File: config.mk
export PLATFORM = sky130hd
export DESIGN_NAME = controle_partida
export DESIGN_NICKNAME = d
export VERILOG_FILES = /design/src/rtl/controle_partida_pkg.sv /design/src/rtl/busca_proximo_vivo.sv /design/src/rtl/controle_partida.sv
export SDC_FILE = /design/constraint.sdc
export NUM_CORES = 1
export LEC_CHECK = 0
export CAP_MARGIN = 25
export CORE_ASPECT_RATIO = 1.1
export CORE_UTILIZATION = 55
export DETAILED_ROUTE_END_ITERATION = 6
export PLACE_DENSITY = 0.86
export SETUP_SLACK_MARGIN = 0.5
export SKIP_CTS_REPAIR_TIMING = 1
export SLEW_MARGIN = 20
export SYNTH_ARGS = -nofsm -noshare
export SYNTH_HDL_FRONTEND = slang
export SYNTH_SLANG_ARGS = --single-unit
File: constraint.sdc
create_clock -name clock -period 3.8 [get_ports clock]
set_input_delay 0.76 -clock clock [delete_from_list [all_inputs] [get_ports clock]]
set_output_delay 0.76 -clock clock [all_outputs]
set_load 0.05 [all_outputs]
File: src/rtl/controle_partida_pkg.sv
// Package: controle_partida_pkg
// Purpose: shared definitions for the werewolf game-flow controller. It holds the state
//          encoding (the numeric codes are the values shown on db_estado), the debug-code width
//          and the code shown for an illegal state.
package controle_partida_pkg;

    localparam int unsigned W_DB = 5;
    localparam logic [W_DB-1:0] DB_ERRO = 5'h1F;

    typedef enum logic [W_DB-1:0] {
        Inicial      = 5'd0,
        ResetaTudo   = 5'd1,
        PreparaJogo  = 5'd2,
        ArmazenaJogo = 5'd3,
        PreparaNoite = 5'd4,
        TurnoNoite   = 5'd5,
        ProximoNoite = 5'd6,
        PreparaDia   = 5'd7,
        TurnoDia     = 5'd8,
        ProximoDia   = 5'd9,
        FimRodada    = 5'd10,
        FimJogo      = 5'd11
    } estado_t;

    function automatic logic eh_turno(input estado_t e);
        return (e == TurnoNoite) || (e == TurnoDia);
    endfunction

endpackage

File: src/rtl/busca_proximo_vivo.sv
// Module: busca_proximo_vivo
// Purpose: combinational search for the next living player.
//   vivo       in   N_JOGADORES  alive mask, bit i = player i alive
//   inicio     in   W_JOG        current player index
//   from_start in   1            1: lowest alive index overall; 0: lowest alive index > inicio
//   idx        out  W_JOG        index found (0 when none)
//   achou      out  1            a matching living player exists
module busca_proximo_vivo #(
    parameter int unsigned N_JOGADORES = 8,
    parameter int unsigned W_JOG       = $clog2(N_JOGADORES)
) (
    input  logic [N_JOGADORES-1:0] vivo,
    input  logic [W_JOG-1:0]       inicio,
    input  logic                   from_start,
    output logic [W_JOG-1:0]       idx,
    output logic                   achou
);

    // Scan from the top down so the last hit is the lowest qualifying index.
    always_comb begin
        idx   = '0;
        achou = 1'b0;
        for (int i = N_JOGADORES - 1; i >= 0; i--) begin
            if (vivo[i] && (from_start || (i > int'(inicio)))) begin
                idx   = W_JOG'(i);
                achou = 1'b1;
            end
        end
    end

endmodule

File: src/rtl/controle_partida.sv
// Module: controle_partida
// Purpose: game-flow FSM for the werewolf game. Captures the seed, then runs night and day
//          phases, giving one turn to each living player in index order, counts rounds and ends
//          the game on the datapath verdict or when the round limit is reached.
// Optional feature: define CONTROLE_TIMEOUT_EN to end a turn after TIMEOUT_CICLOS cycles
//          without a press (estourou flags such turns); otherwise estourou is tied low.
// Ports:
//   clock, reset (async, active high), jogar (start/restart level), passa (done button),
//   vivo (alive mask), fim_jogo (faction won) -> rst_global, zera_CS, e_seed_reg,
//   fase_noite, fase_dia, e_acao (action commit strobe), jogador_atual, rodada,
//   estourou (timeout strobe), pronto (game over), db_estado (state code).
module controle_partida
    import controle_partida_pkg::*;
#(
    parameter  int unsigned N_JOGADORES    = 8,
    parameter  int unsigned N_RODADAS_MAX  = 15,
    parameter  int unsigned TIMEOUT_CICLOS = 1000,
    localparam int unsigned W_JOG          = $clog2(N_JOGADORES),
    localparam int unsigned W_ROD          = $clog2(N_RODADAS_MAX + 1)
) (
    input  logic                   clock,
    input  logic                   reset,
    input  logic                   jogar,
    input  logic                   passa,
    input  logic [N_JOGADORES-1:0] vivo,
    input  logic                   fim_jogo,
    output logic                   rst_global,
    output logic                   zera_CS,
    output logic                   e_seed_reg,
    output logic                   fase_noite,
    output logic                   fase_dia,
    output logic                   e_acao,
    output logic [W_JOG-1:0]       jogador_atual,
    output logic [W_ROD-1:0]       rodada,
    output logic                   estourou,
    output logic                   pronto,
    output logic [W_DB-1:0]        db_estado
);

    estado_t          estado_q;
    logic [W_JOG-1:0] jogador_q;
    logic [W_ROD-1:0] rodada_q;
    logic             passa_q;

    logic             ev_passa;
    logic             expirou;
    logic             fim_ativo;
    logic             busca_inicio;
    logic [W_JOG-1:0] prox_idx;
    logic             prox_achou;
    logic [W_ROD-1:0] rodada_mais1;

    // One event per press: a held button never repeats.
    assign ev_passa     = passa & ~passa_q;
    assign fim_ativo    = (estado_q >= PreparaNoite) && (estado_q <= FimRodada);
    assign busca_inicio = (estado_q == PreparaNoite) || (estado_q == PreparaDia);
    assign rodada_mais1 = rodada_q + W_ROD'(1);

    busca_proximo_vivo #(
        .N_JOGADORES(N_JOGADORES)
    ) u_busca (
        .vivo      (vivo),
        .inicio    (jogador_q),
        .from_start(busca_inicio),
        .idx       (prox_idx),
        .achou     (prox_achou)
    );

`ifdef CONTROLE_TIMEOUT_EN
    localparam int unsigned W_TO = $clog2(TIMEOUT_CICLOS + 1);

    logic [W_TO-1:0] cont_q;
    logic            estourou_q;

    // A press in the last cycle of the turn takes precedence over the timeout.
    assign expirou = eh_turno(estado_q) && (cont_q == W_TO'(TIMEOUT_CICLOS - 1)) && !ev_passa;

    // Counter is zero on the first cycle of every turn since it clears outside TURNO states.
    always_ff @(posedge clock or posedge reset) begin
        if (reset) begin
            cont_q     <= '0;
            estourou_q <= 1'b0;
        end else begin
            cont_q     <= eh_turno(estado_q) ? cont_q + W_TO'(1) : '0;
            estourou_q <= expirou && !fim_jogo;
        end
    end

    assign estourou = estourou_q;
`else
    logic unused_timeout;
    assign unused_timeout = ^TIMEOUT_CICLOS;
    assign expirou        = 1'b0;
    assign estourou       = 1'b0;
`endif

    always_ff @(posedge clock or posedge reset) begin
        if (reset) begin
            estado_q  <= Inicial;
            jogador_q <= '0;
            rodada_q  <= '0;
            passa_q   <= 1'b0;
        end else begin
            passa_q <= passa;
            if (fim_ativo && fim_jogo) begin
                estado_q <= FimJogo;
            end else begin
                case (estado_q)
                    // Counters clear on entry so the reset state is visible in ResetaTudo.
                    Inicial, FimJogo: begin
                        if (jogar) begin
                            estado_q  <= ResetaTudo;
                            rodada_q  <= '0;
                            jogador_q <= '0;
                        end
                    end
                    ResetaTudo: begin
                        estado_q  <= PreparaJogo;
                        rodada_q  <= '0;
                        jogador_q <= '0;
                    end
                    PreparaJogo: if (ev_passa) estado_q <= ArmazenaJogo;
                    ArmazenaJogo: estado_q <= PreparaNoite;
                    PreparaNoite, PreparaDia: begin
                        if (!prox_achou) begin
                            estado_q <= FimJogo;
                        end else begin
                            jogador_q <= prox_idx;
                            estado_q  <= (estado_q == PreparaNoite) ? TurnoNoite : TurnoDia;
                        end
                    end
                    TurnoNoite: if (ev_passa || expirou) estado_q <= ProximoNoite;
                    TurnoDia:   if (ev_passa || expirou) estado_q <= ProximoDia;
                    ProximoNoite: begin
                        if (prox_achou) begin
                            jogador_q <= prox_idx;
                            estado_q  <= TurnoNoite;
                        end else begin
                            estado_q <= PreparaDia;
                        end
                    end
                    ProximoDia: begin
                        if (prox_achou) begin
                            jogador_q <= prox_idx;
                            estado_q  <= TurnoDia;
                        end else begin
                            estado_q <= FimRodada;
                        end
                    end
                    FimRodada: begin
                        rodada_q <= rodada_mais1;
                        estado_q <= (rodada_mais1 == W_ROD'(N_RODADAS_MAX)) ? FimJogo
                                                                             : PreparaNoite;
                    end
                    default: estado_q <= Inicial;
                endcase
            end
        end
    end

    assign rst_global    = (estado_q == Inicial) || (estado_q == ResetaTudo);
    assign zera_CS       = rst_global;
    assign e_seed_reg    = (estado_q == ArmazenaJogo);
    assign fase_noite    = (estado_q >= PreparaNoite) && (estado_q <= ProximoNoite);
    assign fase_dia      = (estado_q >= PreparaDia) && (estado_q <= ProximoDia);
    assign e_acao        = (estado_q == ProximoNoite) || (estado_q == ProximoDia);
    assign pronto        = (estado_q == FimJogo);
    assign jogador_atual = jogador_q;
    assign rodada        = rodada_q;
    assign db_estado     = (estado_q <= FimJogo) ? estado_q : DB_ERRO;

endmodule

After elaboration in Yosys (flattened, before gate mapping) --
Index checks and enable logic that the tools add are counted.
Word-level totals: bits in registers 13, input port bits 13, word-level logic and storage cells 103
Cells by class: add/sub/neg operators 1, $lt $le $gt $ge 13, equal/unequal tests 18, multiplexer cells 33, bitwise gates (word level) 3, reductions and logical operators 31
Operators by type and width (count):
- 5-bit one-hot mux with 10 select lines | 1
- 3-bit two-way mux | 10
- 5-bit two-way mux | 6
- 5-bit by 3-bit == test with 1-bit output (second input constant) | 4
- 5-bit by 4-bit == test with 1-bit output (second input constant) | 4
- 4-bit two-way mux | 4
- 5-bit by 4-bit <= comparator with 1-bit output (second input constant) | 3
- 3-bit > comparator (first input constant) | 4
- 1-bit logical AND | 12
- 3-bit inequality test (second input constant) | 4
- 4-bit one-hot mux with 3 select lines | 1
- 5-bit by 2-bit == test with 1-bit output (second input constant) | 2
- 5-bit by 3-bit >= comparator with 1-bit output (second input constant) | 2
- 1-bit logical OR | 10
- 3-bit one-hot mux with 3 select lines | 1
- 1-bit two-way mux | 8
- 4-bit AND reduction | 2
- 2-bit by 3-bit > comparator with 1-bit output (first input constant) | 2
- 3-bit nonzero test | 2
- 5-bit by 1-bit == test with 1-bit output (second input constant) | 1
- 5-bit by 3-bit <= comparator with 1-bit output (second input constant) | 1
- 5-bit zero test | 1
- 4-bit by 1-bit adder with 4-bit output (second input constant) | 1
- 4-bit == test (second input constant) | 1
- 9 further kinds | 12

Logic depth before layout (Yosys ltp) --
word-level depth 15, gate-level depth with buffers 8, mapped depth without buffers 6

Modules after synthesis --
Synthesis repeated with hierarchy kept, for this count alone.
Unflattened totals: cells, all modules 175, area total of the unflattened synthesis 1320.0 µm²
By module, submodules not included:
- controle_partida | instances 1, cells an instance 137, area an instance 1069.8 µm², sequential area each 300.3 µm²
- busca_proximo_vivo | instances 1, cells an instance 38, area an instance 250.2 µm², sequential area each 0.0 µm²

Worst setup path before layout --
No wires, ideal clock.
kind reg2out, from register estado_q[1], to output zera_CS, arrival time 2.490 ns, data required time 3.040 ns, setup slack 0.550 ns, stages on the path, launching flop included 7, path buffers 5, cell sequence dfrtp_1 -> buf_6 -> buf_2 -> buf_2 -> buf_2 -> nor3_1 -> buf_4
On the way: word-level cells in the longest chain between the ends 2
RTL lines:
- start: declaration | line controle_partida.sv:40 | estado_t estado_q;
- start signal: assignment | line controle_partida.sv:99 | estado_q <= Inicial;
- start signal: assignment | line controle_partida.sv:106 | estado_q <= FimJogo;
- start signal: assignment | line controle_partida.sv:112 | estado_q <= ResetaTudo;
- 5-bit by 1-bit == test with 1-bit output or 5-bit zero test (tied branches) | line controle_partida.sv:161 | assign rst_global = (estado_q == Inicial) || (estado_q == ResetaTudo);
- 1-bit logical OR * | line controle_partida.sv:161
- end: declaration | line controle_partida.sv:28 | output logic zera_CS,
Mark *: on every way between the ends. The rest lies on a longest branch, timed or not.

Worst setup path after layout --
from register estado_q[2], to output fase_dia
On the way: word-level cells in the longest chain between the ends 2
RTL lines:
- 5-bit by 3-bit >= comparator with 1-bit output or 5-bit by 4-bit <= comparator with 1-bit output (tied branches) | line controle_partida.sv:165 | assign fase_dia = (estado_q >= PreparaDia) && (estado_q <= ProximoDia);
- 1-bit logical AND * | line controle_partida.sv:165
- end: declaration | line controle_partida.sv:31 | output logic fase_dia,
Marked as above.

==> summary.md <==
| Metric | Value |
|---|---|
| Post-Synth Simple-Gate Area | `28.4%` |
| Measured slew at the worst slew-check pin | `0.614 ns` |
| Multi-input logic area | `1080 um2` |
| Switching share of power | `56.8%` |
| Initial Util | `59.1%` |
| Synthesized area | `1500 um2` |
| Setup Skew | `0.00598 ns` |
| Initial antenna violation count | `0` |
| Grt ovf | `0` |
| IO buf count | `31` |
| Synth Area in Adders | `1.66%` |
| Hold endpoint | `rodada[3]` |
| Most frequent cells in the layout | `clkdlybuf4s50_1 (31), nor2_1 (16), o21ai_0 (14)` |
| Combinational Power Share | `76.2%` |
| CTS tree | `done` |
| Synthesis warning total | `0` |
| Post-synthesis mux area share | `3.00%` |
| Vias post-DR | `1,609` |
| Detailed Route Iter0 Violations | `87` |
| Final WL | `3960 um` |
| Clock Power Share | `6.6%` |
| Global-route wire length before repair | `6680 um` |
| Int Power | `0.000659 W` |
| Synth area leaders | `dfrtp_1 (20%), o21ai_0 (4.7%), a21oi_1 (4.3%)` |
| Sequential-to-total area share from yosys stat | `20.0%` |
| Post-layout power | `0.00152 W` |
| Post-synth EDFFs | `0` |
| Clk slew on worst S/H paths | `0.08 ns` |
| NetSw | `0.000866 W` |
| FF-to-FF End | `jogador_atual[1]` |
| Cell taking the most area after synthesis | `dfrtp_1` |
| Largest family of logic cells by synthesized area | `compound AO/OA/AOI/OAI gates` |
| Most common cell after layout, fill and taps aside | `clkdlybuf4s50_1` |
| Fin util | `71.0%` |
| Final setup viols | `0` |
| Max_slew headroom | `59.1%` |
| WHS Path Cells | `1` |
| Clk sink count | `12` |
| Main synth FF type | `dfrtp_1` |
| Flop-to-flop setup slack | `1.58 ns` |
| Hold path start | `rodada[3]` |
| Peak VDD IR | `0.999 mV` |
| Status | `completed` |
| CTS buffer count | `3` |
| Synth cell types | `60` |
| H-tree depth | `1` |
| Post-synthesis compound-gate area fraction | `35.9%` |
| Worst Hold Class | `reg -> reg` |
| Area Growth Syn to Fin | `20.1%` |
| Final period util | `82.5%` |
| IO Count | `33` |
| Root Driver | `clkbuf_4` |
| Vias in the first global route | `1,466` |
| Gr usage total | `28.9%` |
| Leak | `0.674 nW` |
| Reg2reg start | `estado_q[2]` |
| Yosys reg bits | `12` |
| Fillers | `208` |
| Post-DP HPWL | `2890 um` |
| Bufs on Longest Clock Path | `2` |
| Mean Syn Cell Area | `7.83 um2` |
| Largest net degree at the start of global routing | `31` |
| Net Count, Synth | `207` |
| Final hold vios | `0` |
| Reg power frac | `17.2%` |
| Die height | `56.8 um` |
| Share of post-route cells with drive strength above 1 | `9.86%` |
| FF-to-FF path depth | `5` |
| RSZ-0062 raised after global routing | `false` |
| Asr flop ratio synth | `100%` |
| Nets | `229` |
| 1st-pass router iterations | `4` |
| Worst setup EP type | `primary output` |
| Number of diodes | `0` |
| Mapped Cells | `192` |
| Synth Area in XOR/XNOR | `2.41%` |
| Die Area | `2950 um2` |
| DR WL/cell | `16.2 um` |
| Std cell rows | `19` |
| Core area | `2540 um2` |
| Cell Pwr Density | `844 nW/um2` |
| Horiz. Die Dim | `51.9 um` |
| Critical Path Start Type | `register` |
| ANT nets after route | `0` |
| Synth top area share | `20.0%` |
| Worst skew pair latency | `0.27 ns` |
| Final TNS setup | `0 ns` |
| CP max FO | `18` |
| Avg Vias per Cell | `6.59` |
| Max-Cap Viols | `0` |
| Fin. max-slew vios | `0` |
| Tmin final | `3.14 ns` |
| Routability Congestion | `0.880` |
| Maximum clock rate | `0.319 GHz` |
| FF+latch area | `300 um2` |
| Worst EP arrival | `2.38 ns` |
| Worst EP required | `3.04 ns` |
| Worst Setup Path Type | `reg -> out` |
| Post-route DRC | `0` |
[cells by family (layout without fill, tap and decap cells)]
kind of cell / Yosys count / in the layout
fa+ha+maj: 2 / 2
compound gates: 73 / 73
simple gates: 75 / 75
xor+xnor: 2 / 2
flops: 12 / 12
mux: 4 / 4
buf+inv: 23 / 44
other cells: 1 / 1
[worst max-delay path: stages, from the launching register on]
cell             delay (ns)
dfrtp_1                0.74
nand2_1                0.26
o22ai_1                0.27
clkdlybuf4s50_1        0.84
[stage by stage]
stage	std cells	setup WS (ns)	area [um2]	hold WS, ns
finish	244	0.665	1810	0.549
global route	244	0.544	1810	0.593
CTS	244	0.723	1810	0.557
detailed placement	240	1.02	1770	0.535
global placement	240	1.07	1770	0.522
floorplan	192	0.550	1500	0.625
[synthesized netlist by cell type (all sizes together), types with 2 or more instances]
| master | instances |
|---|---|
| a21boi | 3 |
| o311ai | 2 |
| o22ai | 3 |
| ha | 2 |
| nand2b | 8 |
| nor2 | 16 |
| a21oi | 13 |
| dfrtp | 12 |
| nor3b | 3 |
| a21o | 2 |
| mux2i | 3 |
| nand2 | 13 |
| a22oi | 3 |
| buf | 14 |
| nor3 | 6 |
| a31oi | 2 |
| nor4 | 5 |
| o211ai | 3 |
| a32oi | 2 |
| or2 | 2 |
| clkbuf | 3 |
| inv | 6 |
| a211oi | 2 |
| nand3 | 3 |
| o2111ai | 3 |
| o21ai | 15 |
| o21bai | 4 |
| o31ai | 3 |
| a22o | 2 |
| nor2b | 9 |
| and2 | 4 |
[layout make-up]
type	count	area share (%)
sequential	12	16.6
inverter	6	1.25
clock buffer	4	2.01
timing repair buffer	34	18.4
tap	31	2.15
multi-input combinational	157	59.6
[sequential cells by signal, indices dropped and copies added (netlist names)]
signal,cells
estado_q,4
jogador_atual,3
passa_q,1
rodada,4
[power by group through the flow]
stage / Sequential, W / Clock, W / Combinational, W
finish: 0.000263 / 0.000100 / 0.00116
global route: 0.000271 / 0.000111 / 0.00124
CTS: 0.000259 / 0.000103 / 0.00115
detailed placement: 0.000262 / 0 / 0.00114
global placement: 0.000257 / 0 / 0.00112
floorplan: 0.000249 / 0 / 0.000923
[worst max path at each step]
stage / startpoint / end / slack [ns] / depth (start not counted)
after floorplan: estado_q[1] / zera_CS / 0.55 / 6
after global routing: estado_q[2] / e_acao / 0.54 / 3
after CTS: estado_q[2] / e_acao / 0.72 / 3
after global placement: estado_q[2] / e_acao / 1.07 / 3
final: estado_q[2] / fase_dia / 0.66 / 3
after detailed placement: estado_q[2] / e_acao / 1.02 / 3
[layer usage]
layer / GRT usage, % / up-vias / wire [um]
met2: 45.6 / 88 / 1930
li1: - / 762 / -
met4: 10.0 / 0 / 48
met1: 39.6 / 753 / 1700
met5: 0 / - / 0
met3: 3.79 / 6 / 286
Note: power is estimated with default switching activity, not from simulation.
